[config.mk]
export PLATFORM = sky130hd
export DESIGN_NAME = up_counter_mmss
export DESIGN_NICKNAME = d
export VERILOG_FILES = /design/src/rtl/timer_pkg.sv /design/src/rtl/up_counter_digit.sv /design/src/rtl/up_counter_mmss.sv
export SDC_FILE = /design/constraint.sdc
export NUM_CORES = 1
export LEC_CHECK = 0
export ABC_AREA = 0
export CAP_MARGIN = 20
export CELL_PAD_IN_SITES_DETAIL_PLACEMENT = 1
export CELL_PAD_IN_SITES_GLOBAL_PLACEMENT = 1
export CORE_ASPECT_RATIO = 1.5
export CORE_MARGIN = 5
export CORE_UTILIZATION = 35
export CTS_CLUSTER_SIZE = 28
export DETAILED_ROUTE_END_ITERATION = 12
export GPL_ROUTABILITY_DRIVEN = 0
export GPL_TIMING_DRIVEN = 0
export PLACE_DENSITY = 0.8
export SYNTH_ARGS = -nofsm -noshare
export SYNTH_HDL_FRONTEND = slang
export SYNTH_SLANG_ARGS = --single-unit
[constraint.sdc]
create_clock -name clk -period 1.87 [get_ports clk]
set_input_delay 0.187 -clock clk [delete_from_list [all_inputs] [get_ports clk]]
set_output_delay 0.187 -clock clk [all_outputs]
set_load 0.02 [all_outputs]
[src/rtl/timer_pkg.sv]
// Shared definitions for the mm:ss stopwatch and its countdown sibling:
// FSM encoding, BCD digit width and digit limits.
package timer_pkg;

   localparam int BCD_W = 4;

   localparam logic [BCD_W-1:0] ONES_LIMIT = 4'd9;
   localparam logic [BCD_W-1:0] TENS_LIMIT = 4'd5;

   typedef enum logic [1:0] {
      IDLE  = 2'd0,
      RUN   = 2'd1,
      PAUSE = 2'd2,
      FULL  = 2'd3
   } timer_state_e;

endpackage

[src/rtl/up_counter_digit.sv]
// One BCD up-counter stage. It wraps to zero at its limit and raises a
// combinational carry so that the next stage steps on the same edge.
module up_counter_digit
   import timer_pkg::*;
(
   input  logic             clk,
   input  logic             rst,
   input  logic             clear,
   input  logic             inc,
   input  logic             hold,
   input  logic [BCD_W-1:0] limit,
   output logic [BCD_W-1:0] value,
   output logic             carry
);

   // The carry ignores hold, so the top level can see a pending 59:59
   // rollover while it is suppressing the increment.
   assign carry = inc & (value == limit);

   always_ff @(posedge clk) begin
      if (rst || clear) begin
         value <= '0;
      end else if (inc && !hold) begin
         if (carry) begin
            value <= '0;
         end else begin
            value <= value + 4'd1;
         end
      end
   end

endmodule

[src/rtl/up_counter_mmss.sv]
// mm:ss up-counting stopwatch: start/pause FSM gating a 1 Hz tick into a
// four-stage BCD carry chain, with saturate-or-wrap handling at 59:59.
module up_counter_mmss
   import timer_pkg::*;
#(
   parameter int WRAP           = 0,
   parameter int SEC_TENS_LIMIT = 5,
   parameter int MIN_TENS_LIMIT = 5
) (
   input  logic             clk,
   input  logic             rst,
   input  logic             tick,
   input  logic             start_pause,
   input  logic             clear,
   output logic [BCD_W-1:0] sec_ones,
   output logic [BCD_W-1:0] sec_tens,
   output logic [BCD_W-1:0] min_ones,
   output logic [BCD_W-1:0] min_tens,
   output logic             running,
   output logic             overflow,
   output logic [1:0]       state_dbg
);

   // tick, start_pause and clear are single-cycle strobes with no ready
   // side: each high cycle is one event, consumed at that clk edge.

   localparam logic WRAP_EN = (WRAP != 0);

   timer_state_e state, state_n;

   logic inc_so, inc_st, inc_mo, inc_mt, top_carry;
   logic carry_so, carry_st, carry_mo;
   logic hold;

   assign inc_so = tick & (state == RUN);
   assign inc_st = carry_so;
   assign inc_mo = carry_st;
   assign inc_mt = carry_mo;

   // Saturating mode freezes every stage on the 59:59 rollover edge.
   assign hold = top_carry & ~WRAP_EN;

   up_counter_digit u_sec_ones (
      .clk   (clk),
      .rst   (rst),
      .clear (clear),
      .inc   (inc_so),
      .hold  (hold),
      .limit (ONES_LIMIT),
      .value (sec_ones),
      .carry (carry_so)
   );

   up_counter_digit u_sec_tens (
      .clk   (clk),
      .rst   (rst),
      .clear (clear),
      .inc   (inc_st),
      .hold  (hold),
      .limit (4'(SEC_TENS_LIMIT)),
      .value (sec_tens),
      .carry (carry_st)
   );

   up_counter_digit u_min_ones (
      .clk   (clk),
      .rst   (rst),
      .clear (clear),
      .inc   (inc_mo),
      .hold  (hold),
      .limit (ONES_LIMIT),
      .value (min_ones),
      .carry (carry_mo)
   );

   up_counter_digit u_min_tens (
      .clk   (clk),
      .rst   (rst),
      .clear (clear),
      .inc   (inc_mt),
      .hold  (hold),
      .limit (4'(MIN_TENS_LIMIT)),
      .value (min_tens),
      .carry (top_carry)
   );

   always_comb begin
      state_n = state;
      if (clear) begin
         state_n = IDLE;
      end else begin
         case (state)
            IDLE: begin
               if (start_pause) state_n = RUN;
            end
            RUN: begin
               // Saturation outranks a coincident pause request.
               if (top_carry && !WRAP_EN) begin
                  state_n = FULL;
               end else if (start_pause) begin
                  state_n = PAUSE;
               end
            end
            PAUSE: begin
               if (start_pause) state_n = RUN;
            end
            FULL: begin
               state_n = FULL;
            end
            default: begin
               state_n = IDLE;
            end
         endcase
      end
   end

   always_ff @(posedge clk) begin
      if (rst) begin
         state    <= IDLE;
         running  <= 1'b0;
         overflow <= 1'b0;
      end else begin
         state    <= state_n;
         running  <= (state_n == RUN);
         overflow <= top_carry & ~clear;
      end
   end

   assign state_dbg = state;

endmodule

==> reports/summary.txt <==
Die width - 54.5 um
Area Overhead vs Synth - 34.5%
Library cells used by synthesis - 32
Net Sw Power - 164 uW
Setup skew after layout - 0.00217 ns
First-pass GRT wire length - 4.90 mm
Clock sink count - 20
Seq cells post-synth - 20
N_diodes - 0
Clock latency on the worst-skew pair - 0.25 ns
Site Rows - 24
Post-CTS resize count - 0
Worst Tran Pin Value - 0.506 ns
Peak supply drop - 0.289 mV
Ratio of cells with drive above 1 in the final layout - 10.7%
CTS tree - done
CP Data Required Time - 2.06 ns
Total power draw - 799 uW
CP Class - reg -> reg
Max Clk Rate - 0.576 GHz
RSZ-0062 raised after global routing - false
Clk slew on worst S/H paths - 0.07 ns
Critical path cell sequence - ha_1 -> and3b_2 -> nand3_2 -> clkbuf_2 -> or3_1 -> a21oi_1
Die area - 4170 um2
Mapped Cells - 121
DP HPWL - 2.20 mm
Final setup viols - 0
Max cap viols - 0
Combinational share of power - 5.5%
Yosys synthesis warning count - 0
Seq/Total Area, Yosys - 38.6%
Htree depth - 1
I/O Pins - 25
Drt pass-1 iters - 3
Final wirelength - 2.81 mm
Pins Over Slew Limit - 0
Nets - 163
Fin. Hold Viols - 0
Die height - 76.7 um
Sw Ratio - 20.5%
Seq pwr share - 54.0%
Period utilization - 92.9%
Largest fanout on the critical path - 10
Avg WL per Cell - 14.9 um
Crit-path leading delay family - simple AND/OR/NAND/NOR gates
Top post-synthesis cells by area - dfxtp_1 39%, ha_1 9.7%, a21oi_1 5.8%, nor2_1 4.0%, nand3b_1 3.6%
CP max stage cell - dfxtp_1
Pwr Density - 573 nW/um2
Tot GR Track Use - 15.3%
Status - completed
Crit path capture type - flip-flop
Clk buf depth - 2
CP Buf/Inv Count - 1
Cell type with the highest aggregate area in the netlist - dfxtp_1
Max stage delay on crit path - 0.42 ns
Total grt overflow - 0
DRC Markers - 0
Worst EP arrival - 1.92 ns
Vias in the first global route - 1082
Clock root buffer - clkbuf_8
P_leak - 0.000458 uW
Syn_area_per_cell - 8.57 um2
HP Class - reg -> reg
Post-synth top area share - 38.6%
Clock network power share - 40.5%
Largest net degree at the start of global routing - 12
Hold_buf cts - 0
Synthesized cell area - 1040 um2
IO buf count - 24
Vias per cell - 5.45
Core area - 2880 um2
Critical Path Start Type - flip-flop
DRT iter0 DRCs - 13
Fin Setup TNS - 0 ns
Initial antenna violation count - 0
Vias - 1024
Setup Buffers After CTS - 0
Post-route antenna net violation count - 0
Slew margin rel. - 66.2%
Minimum clock period - 1.74 ns
Num CTS Buffers - 3
Initial Util - 36.0%
Cell Int Power - 635 uW
Post-synth net total - 134
## per-stage QoR
stage          cells  hold slack, ns  setup slack, ns  util, %  area, um2
6_report         188           0.503            0.133     48.4       1400
5_1_grt          188           0.544          0.00273     48.4       1400
4_1_cts          188           0.507          0.00493     47.9       1380
3_5_place_dp     184           0.498         -0.00513     46.0       1330
3_3_place_gp     184           0.486           0.0109     46.0       1330
2_1_floorplan    121           0.287            0.180        -       1040
## power groups by stage
stage          sequential (uW)  combinational (uW)  clock (uW)
3_3_place_gp               442                42.5           0
3_5_place_dp               442                43.6           0
2_1_floorplan              445                17.0           0
4_1_cts                    432                43.8         335
5_1_grt                    432                47.9         355
6_report                   432                44.0         324
## state kept, by name, indices dropped and copies added (netlist names)
signal            flops
overflow              1
u_min_tens.value      4
u_sec_ones.value      4
running               1
u_sec_tens.value      4
state_dbg             2
u_min_ones.value      4
## layer usage
metal  vias up  share of wire [%]  GRT usage (%)
met1       511                 40           17.0
li1        498                  -              -
met3         2                2.2           2.33
met5         -                  0              0
met2        13                 57           27.5
met4         0                1.2           5.49
## synth_stat cells (all sizes together)
cell type	n
a21oi	12
or2	1
or4	2
ha	8
nor2	11
xor2	1
clkbuf	3
nand2	6
o31ai	1
o311ai	2
and3b	4
nand2b	2
nor2b	1
and2	1
nand3	5
nand3b	5
xnor2	1
mux2i	1
inv	6
nand4	1
nor3	3
a31oi	2
o21ai	7
nor4	6
a211oi	2
a31o	3
or3	4
dfxtp	20
## placed cells by master (no fill, tap or decap), drive strengths merged, types with 6 or more instances in the layout
cell type      instances
nand2                  6
nor2                  11
clkbuf                 7
ha                     8
a21oi                 12
o21ai                  7
dfxtp                 20
clkdlybuf4s50         24
inv                    6
nor4                   6
## worst min-delay path, cell delays in order (launching register included)
cell and delay, ns:
dfxtp_1 0.34, nand2_1 0.07, a21oi_1 0.05
## cell type report
cell class | count | area, um2
Buffer | 3 | 12.5
Clock buffer | 4 | 55.1
Fill cell | 360 | 1490
Inverter | 6 | 22.5
Multi-Input combinational cell | 92 | 614
Sequential cell | 20 | 402
Tap cell | 39 | 48.8
Timing Repair Buffer | 24 | 240
## kinds of logic (layout without fill, tap and decap cells)
group | count (synthesis) | count (layout) | share of synthesized area, %
DFF | 20 | 20 | 38.6
xor gates and xnor gates | 2 | 2 | 1.69
AOI/OAI and AO/OA | 29 | 29 | 16.8
and+or+nand+nor | 52 | 52 | 29.0
adders and majority gates | 8 | 8 | 9.65
buffers and inverters | 9 | 37 | 3.38
muxes | 1 | 1 | 0.965
## path summary, 6_finish.rpt
kind         slack (ns)                                to                        startpoint  cells after the start
max                0.13  u_min_tens.value[0]$_SDFFE_PP0P_  u_sec_ones.value[0]$_SDFFE_PP0P_                      6
min                0.50  u_sec_ones.value[2]$_SDFFE_PP0P_  u_sec_ones.value[2]$_SDFFE_PP0P_                      2
max reg2reg        0.13  u_min_tens.value[0]$_SDFFE_PP0P_  u_sec_ones.value[0]$_SDFFE_PP0P_                      6
min reg2reg        0.50  u_sec_ones.value[2]$_SDFFE_PP0P_  u_sec_ones.value[2]$_SDFFE_PP0P_                      2
No activity file was read; power rests on OpenSTA's default activity.
